--- src/rtl/branch_target_predictor.sv ---
// Fetch-stage branch target buffer with 2-bit direction counters.
// Predictions ride a PIPE_DEPTH pipe to the resolve stage, where they are checked and trained.
module branch_target_predictor #(
  parameter int unsigned BIT_COUNT  = 32,
  parameter int unsigned ENTRIES    = 16,
  parameter int unsigned TAG_BITS   = 8,
  parameter int unsigned PIPE_DEPTH = 2
) (
  input  logic                 clk,
  input  logic                 reset_n,
  input  logic [BIT_COUNT-1:0] PC_I,
  input  logic [BIT_COUNT-1:0] PCp4_I,
  input  logic                 FetchValid_I,
  input  logic                 Stall,
  input  logic                 Flush,
  output logic                 Predict,
  output logic [BIT_COUNT-1:0] Prediction,
  output logic [BIT_COUNT-1:0] PCNextPred,
  input  logic                 Resolve_C,
  input  logic [BIT_COUNT-1:0] ResolvePC_C,
  input  logic                 ResolveTaken_C,
  input  logic [BIT_COUNT-1:0] ResolveTarget_C,
  output logic                 PredictionCorrect_C,
  output logic                 Mispredict_C,
  output logic [BIT_COUNT-1:0] RecoverPC_C
);

  localparam int unsigned IDX = $clog2(ENTRIES);
  // Targets are stored without bit 0, which is always zero on output.
  localparam int unsigned TW  = BIT_COUNT - 1;

  logic [ENTRIES-1:0]  valid_q;
  logic [TAG_BITS-1:0] tag_q    [ENTRIES];
  logic [TW-1:0]       target_q [ENTRIES];
  logic [1:0]          ctr_q    [ENTRIES];

  logic [PIPE_DEPTH-1:0] pv_q;
  logic [PIPE_DEPTH-1:0] ptaken_q;
  logic [TW-1:0]         ptarget_q [PIPE_DEPTH];

  logic [IDX-1:0]       f_idx, r_idx;
  logic [TAG_BITS-1:0]  f_tag, r_tag;
  logic                 f_hit, r_hit;
  logic                 tail_taken;
  logic                 match;
  logic [BIT_COUNT-1:0] recover_sum;
  logic                 unused_bits;

  assign f_idx = PC_I[IDX+1:2];
  assign f_tag = PC_I[IDX+TAG_BITS+1:IDX+2];
  assign r_idx = ResolvePC_C[IDX+1:2];
  assign r_tag = ResolvePC_C[IDX+TAG_BITS+1:IDX+2];

  assign f_hit = valid_q[f_idx] && (tag_q[f_idx] == f_tag);
  assign r_hit = valid_q[r_idx] && (tag_q[r_idx] == r_tag);

  assign Predict    = FetchValid_I & f_hit & ctr_q[f_idx][1];
  assign Prediction = {target_q[f_idx], 1'b0};
  assign PCNextPred = Predict ? Prediction : {PCp4_I[BIT_COUNT-1:1], 1'b0};

  // An invalid tail entry behaves as a not-taken prediction.
  assign tail_taken = pv_q[PIPE_DEPTH-1] & ptaken_q[PIPE_DEPTH-1];
  assign match      = (ResolveTaken_C == tail_taken) &&
                      (!ResolveTaken_C ||
                       (ResolveTarget_C[BIT_COUNT-1:1] == ptarget_q[PIPE_DEPTH-1]));

  assign PredictionCorrect_C = Resolve_C & match;
  assign Mispredict_C        = Resolve_C & ~match;

  assign recover_sum = ResolvePC_C + BIT_COUNT'(4);
  assign RecoverPC_C = ResolveTaken_C ? {ResolveTarget_C[BIT_COUNT-1:1], 1'b0}
                                      : {recover_sum[BIT_COUNT-1:1], 1'b0};

  assign unused_bits = ^{PC_I, PCp4_I[0], ResolveTarget_C[0], recover_sum[0]};

  always_ff @(posedge clk or negedge reset_n) begin
    if (!reset_n) begin
      pv_q     <= '0;
      ptaken_q <= '0;
      for (int i = 0; i < int'(PIPE_DEPTH); i++) ptarget_q[i] <= '0;
    end else begin
      if (!Stall) begin
        for (int i = int'(PIPE_DEPTH) - 1; i > 0; i--) begin
          pv_q[i]      <= pv_q[i-1];
          ptaken_q[i]  <= ptaken_q[i-1];
          ptarget_q[i] <= ptarget_q[i-1];
        end
        pv_q[0]      <= FetchValid_I;
        ptaken_q[0]  <= Predict;
        ptarget_q[0] <= target_q[f_idx];
      end
      // Flush wins over stall and over the shift above.
      if (Flush || Mispredict_C) pv_q <= '0;
    end
  end

  always_ff @(posedge clk or negedge reset_n) begin
    if (!reset_n) begin
      valid_q <= '0;
      for (int i = 0; i < int'(ENTRIES); i++) begin
        tag_q[i]    <= '0;
        target_q[i] <= '0;
        ctr_q[i]    <= 2'b01;
      end
    end else if (Resolve_C && !Stall) begin
      if (r_hit) begin
        if (ResolveTaken_C) begin
          if (ctr_q[r_idx] != 2'b11) ctr_q[r_idx] <= ctr_q[r_idx] + 2'b01;
          target_q[r_idx] <= ResolveTarget_C[BIT_COUNT-1:1];
        end else if (ctr_q[r_idx] != 2'b00) begin
          ctr_q[r_idx] <= ctr_q[r_idx] - 2'b01;
        end
      end else if (ResolveTaken_C) begin
        valid_q[r_idx]  <= 1'b1;
        tag_q[r_idx]    <= r_tag;
        target_q[r_idx] <= ResolveTarget_C[BIT_COUNT-1:1];
        ctr_q[r_idx]    <= 2'b10;
      end
    end
  end

endmodule

--- config.mk ---
export PLATFORM = sky130hd
export DESIGN_NAME = branch_target_predictor
export DESIGN_NICKNAME = d
export VERILOG_FILES = /design/src/rtl/branch_target_predictor.sv
export SDC_FILE = /design/constraint.sdc
export NUM_CORES = 1
export LEC_CHECK = 0
export ABC_CLOCK_PERIOD_IN_PS = 3150
export BUFFER_PORTS_ARGS = -buffer_cell sky130_fd_sc_hd__buf_2
export CORE_ASPECT_RATIO = 0.5
export CORE_UTILIZATION = 53
export CTS_CLUSTER_SIZE = 8
export DETAILED_ROUTE_END_ITERATION = 8
export PLACE_DENSITY_LB_ADDON = 0.05
export SLEW_MARGIN = 20
export SYNTH_ARGS = -nofsm -noshare
export SYNTH_HDL_FRONTEND = slang
export SYNTH_SLANG_ARGS = --single-unit
--- constraint.sdc ---
create_clock -name clk -period 3.15 [get_ports clk]
set_input_delay 0.1575 -clock clk [delete_from_list [all_inputs] [get_ports clk]]
set_output_delay 0.1575 -clock clk [all_outputs]
set_load 0.05 [all_outputs]
======== Word-level counts from Yosys, hierarchy flattened ========
Index checks and enable logic that the tools add are counted.
operators by class
  add/sub/neg operators ................... 3
  magnitude comparators ................... 6
  eq/ne operators ......................... 7
  muxes and demuxes ....................... 40
  bitwise operators ....................... 13
  reductions and logical operators ........ 16
operators by type and width
  kind                     number
  $bwmux W496              1
  $mux W32                 7
  $bwmux W128              1
  $bmux W31 S4             1
  $demux W31 S4            1
  $mux W31                 3
  $bmux W8 S4              2
  $bwmux W32               2
  $mux W8                  5
  $add A32 B3 Y32 const B  1
  $demux W8 S4             1
  $or A16 B16 Y16          2
  $eq A31 B31 Y1           1
  $and A16 B16 Y16         1
  $bmux W2 S4              2
  $eq A8 B8 Y1             2
  $not A16 Y16             1
  $mux W2                  7
  $ge A5 B5 Y1 const B     2
  $lt A4 B5 Y1 const B     2
  $not A4 Y5               2
  $bmux W1 S4              2
  $demux W2 S4             1
  $logic_and A1 B1 Y1      6
  18 further kinds         29
storage, ports and cells
  register bits after elaboration ......... 738
  input bits .............................. 135
  output and inout bits ................... 99
  word-level logic and storage cells ...... 138

======== Depth between registers and ports, before layout ========
  depth in word-level cells ............... 9
  gate-level depth with buffers ........... 14
  depth with buffers taken out ............ 9

======== Worst setup path after synthesis ========
OpenSTA, ideal clock, no wires.
  kind .................................... input to output
  from .................................... in ResolvePC_C[5]
  to ...................................... out RecoverPC_C[31]
  arrival time ............................ 3.294 ns
  data required time ...................... 2.992 ns
  slack ................................... -0.301 ns
  stages .................................. 12
  path buffers ............................ 4
  cells stage by stage .................... buf_2 buf_2 buf_2 and2_0 clkbuf_1 nand3_1 nor3_1 nand3_1 nor2_1 nand3_1 xor2_1 o21ai_0
on the way
  word-level cells in the longest chain between the ends .. 2
RTL lines
  element          line  text
  from (decl)      20    input logic [BIT_COUNT-1:0] ResolvePC_C,
  $add A32 B3 Y32  70    assign recover_sum = ResolvePC_C + BIT_COUNT'(4);
  $mux W32         71    assign RecoverPC_C = ResolveTaken_C ? {ResolveTarget_C[BIT_COUNT-1:1], 1'b0}
  to (decl)        25    output logic [BIT_COUNT-1:0] RecoverPC_C
No other way between the ends.

======== Worst setup path in the final report ========
  from .................................... reg tag_q[64] in the netlist's numbering
  to ...................................... out PCNextPred[28]
on the way
  word-level cells in the longest chain between the ends .. 8
RTL lines
  element                                      line  text
  from (decl)                                  33    logic [TAG_BITS-1:0] tag_q [ENTRIES];
  from (signal, indexed assignment)            115   tag_q[r_idx] <= r_tag;
  $bmux W8 S4                                  54    assign f_hit = valid_q[f_idx] && (tag_q[f_idx] == f_tag);
  $mux W8 (not written as such) (2 in series)  54
  $eq A8 B8 Y1                                 54
  $logic_and A1 B1 Y1                          54
  $and A1 B1 Y1 (2 in series)                  57    assign Predict = FetchValid_I & f_hit & ctr_q[f_idx][1];
  $mux W32                                     59    assign PCNextPred = Predict ? Prediction : {PCp4_I[BIT_COUNT-1:1], 1'b0};
  to (decl)                                    18    output logic [BIT_COUNT-1:0] PCNextPred,
No other way between the ends. The select of a mux whose other input is x is not followed.

==> summary.md <==
| Metric | Value |
|---|---|
| Status | complete, but fails checks |
| Violated checks | negative setup slack |
| M2 GR Usage | 44.4% |
| Grt total ovfl | 0 |
| Combinational Power Share | 17.5% |
| Power per standard cell area | 600 nW/µm² |
| Worst Setup Start Kind | flop |
| Drt wl/cell | 28.0 µm |
| Slew Limit Fails | 0 |
| ANT cells | 0 |
| Layout area overhead | 20.1% |
| Worst EP arrival | about 3.7 ns |
| Placed cell count | 3488 |
| Die Ht | 187 µm |
| Most common cell after layout, fill and taps aside | dfrtp_1 |
| Final setup viols | 35 |
| Slack of the critical path | -0.703 ns |
| Leak pwr | 20.3 nW |
| FF-to-FF Start | ctr_q[28]$_DFFE_PN1P_ |
| Seq/Total Area, Yosys | 51.0% |
| GR Util met3 | 6.41% |
| Port Buffers | 207 |
| Root buffer cell | clkbuf_16 |
| Asr flop ratio synth | 100% |
| Transition time of the tightest slew-check pin | ~1.0 ns |
| Max IR drop VDD | about 0.48 mV |
| Hold_sp | ResolveTarget_C[22] |
| Worst-Skew Late Latency | approximately 0.67 ns |
| Reg power frac | 44.3% |
| Highest clock rate | 0.260 GHz |
| Switching power share of the total | 26.6% |
| Clock-pin slew reported for the worst setup and hold paths after clock tree synthesis | about 0.050 ns |
| First-pass GRT wire length | 154000 µm |
| Max Cap Violations | 0 |
| Clk buf depth | 3 |
| Cell count after synthesis | 2419 |
| NetSw | 6.96 mW |
| Core ar. | 67300 µm² |
| Layout net count | a little under 3000 |
| Int Power | 19.2 mW |
| Worst hold margin | 0.0476 ns |
| Total wire length | 103000 µm |
| Finished Layout Cells | between 3000 and 4000 |
| Met1 usage | 45.0% |
| YS warnings | 0 |
| H-Tree Depth | 3 |
| Commonest non-fill, non-tap cells in the layout | dfrtp_1, mux2_2, mux4_2, buf_4, buf_2 |
| TritonCTS clock tree | built |
| Clock power share | 38.2% |
| Worst min path class | input pin to flop |
| Top_reg_cell synth | dfrtp_1 |
| Netlist Area Pre-Place | 36300 µm² |
| Setup_tns | -21.06 ns |
| Busiest grt layer | met1 |
| Maximum fanout along the worst path | 8 |
| Router iterations before antenna repair | 5 |
| I/O Pins | around 230 |
| Largest net degree at the start of global routing | about 120 |
| Die X | ~370 µm |
| Starting density of the core | 53.9% |
| Synth cell types | slightly above 60 |
| Initial DRC Count | 1540 |
| #FFs+latches synth | 738 |
| Worst clock skew | 0.0153 ns |
| Fin crit period | between 3 and 4 ns |
| Final antenna-violating net count | 0 |
| CP Class | flop to output port |
| Relative slew slack | 31.8% |
| Worst setup EP type | output port |
| Unrepaired setup endpoints after global routing | yes |
| Worst EP required | 2.99 ns |
| CP Launch Point | tag_q[64]$_DFFE_PN0P_ |
| DP Wirelength | 62500 µm |
| EDFF count, synth | 0 |
| DRC | 0 |
| Vias per cell | approximately 6 |
| Hold Vio Cnt, Final | 0 |
| Avg Inst Size Synth | 15.0 µm² |
| Vias in the first global route | 23433 |
| Initial antenna violation count | 5 |
| Num CTS Buffers | 102 |
| Global-route usage over all layers | a little under a third |
| Period utilization | 122% |
| Clock sink count | 738 |
| RePlAce Congestion | 0.844 |
| Die area | slightly below 70000 µm² |
| Num rows | 67 |
| Total number of vias | 22693 |
| Share of layout cells above drive strength 1 | 57.6% |
==> flip-flops by register name (all words and copies together) (netlist names) <==
name and count:
ctr_q 32, tag_q 128, ptarget_q 62, valid_q 16
ptaken_q 2, target_q 496, pv_q 2
==> logic make-up after synthesis <==
kind of cell | share of synthesized area, %
simple gates | 3.19
fa+ha+maj | 0.207
compound gates | 2.16
mux | 38.5
flops | 51.0
other cells | 0.0103
buf+inv | 3.17
xor+xnor | 1.79
==> cell type report <==
class,count,area (µm²)
clock inverter,4,50.0
timing repair buffer,455,3970
sequential,738,18500
inverter,14,52.6
multi-input combinational,1433,17100
fill,4988,23800
tap,897,1120
clock buffer,134,2740
==> Yosys cell counts (all sizes together), types with 10 or more instances <==
cell type / instances / share of area [%]
a2bb2oi: 16 / 0.56
and3: 10 / 0.18
buf: 97 / 1.6
clkbuf: 141 / 1.5
dfrtp: 722 / 50
dfstp: 16 / 1.2
inv: 14 / 0.14
mux2: 758 / 24
mux2i: 37 / 1.0
mux4: 225 / 14
nand2: 79 / 0.82
nand2b: 27 / 0.47
nand3: 24 / 0.33
nand4: 16 / 0.33
nor2: 28 / 0.31
nor2b: 13 / 0.22
o21ai: 45 / 0.62
xnor2: 50 / 1.2
xor2: 24 / 0.58
==> repair_timing <==
action,CTS,global route
cloned,2,7
pin swaps,3,8
setup endpoints to repair,158,174
hold buffers,19,0
resized for setup,103,67
setup buffers,7,15
endpoints found under the hold margin,287,0
==> critical path, cell delays in order, from the launching register on <==
cell and delay, ns:
dfrtp_1 0.39, buf_6 0.12, mux4_2 0.48, mux4_2 0.54, xnor2_2 0.20, nand2_1 0.08
and4bb_4 0.35, buf_12 0.15, buf_16 0.17, mux2_2 0.36, buf_6 0.16
==> final timing paths <==
path                                             end  slack (ns)  depth (start not counted)
max                                   PCNextPred[28]       -0.70                         10
min                        target_q[455]$_DFFE_PN0P_        0.05                          2
max reg2reg                     ctr_q[9]$_DFFE_PN0P_       -0.03                          9
min reg2reg                 ptarget_q[4]$_DFFE_PN0N_        0.49                          1
max in group asynchronous      tag_q[19]$_DFFE_PN0P_        2.06                          3
min in group asynchronous   ptarget_q[4]$_DFFE_PN0N_        0.09                          2
==> power groups by stage <==
| stage | Clock (mW) | Combinational, mW | Sequential [mW] |
|---|---|---|---|
| 3_3_place_gp | 0 | 4.36 | 11.6 |
| 6_report | 9.98 | 4.59 | 11.6 |
| 5_1_grt | 10.6 | 4.89 | 11.7 |
| 3_5_place_dp | 0 | 4.44 | 11.7 |
| 4_1_cts | 10.2 | 4.56 | 11.6 |
| 2_1_floorplan | 0 | 3.18 | 11.4 |
==> routing by layer <==
layer | part of all wire, % | vias up
li1 | - | 9599
met3 | 6.1 | 141
met4 | 2.3 | 2
met1 | 46 | 12335
met5 | 0.013 | -
met2 | 46 | 616
==> metrics by stage <==
step | power [mW] | setup WS [ns] | utilization, % | instance area [µm²]
floorplan | 14.6 | 0.00278 | - | 36300
global placement | 16.0 | -0.244 | 58.7 | 39500
detailed placement | 16.1 | -0.274 | 58.7 | 39500
CTS | 26.3 | -0.710 | 63.9 | 43000
global route | 27.2 | -0.777 | 64.7 | 43600
finish | 26.1 | -0.703 | 64.7 | 43600
Note: power is estimated with default switching activity, not from simulation.
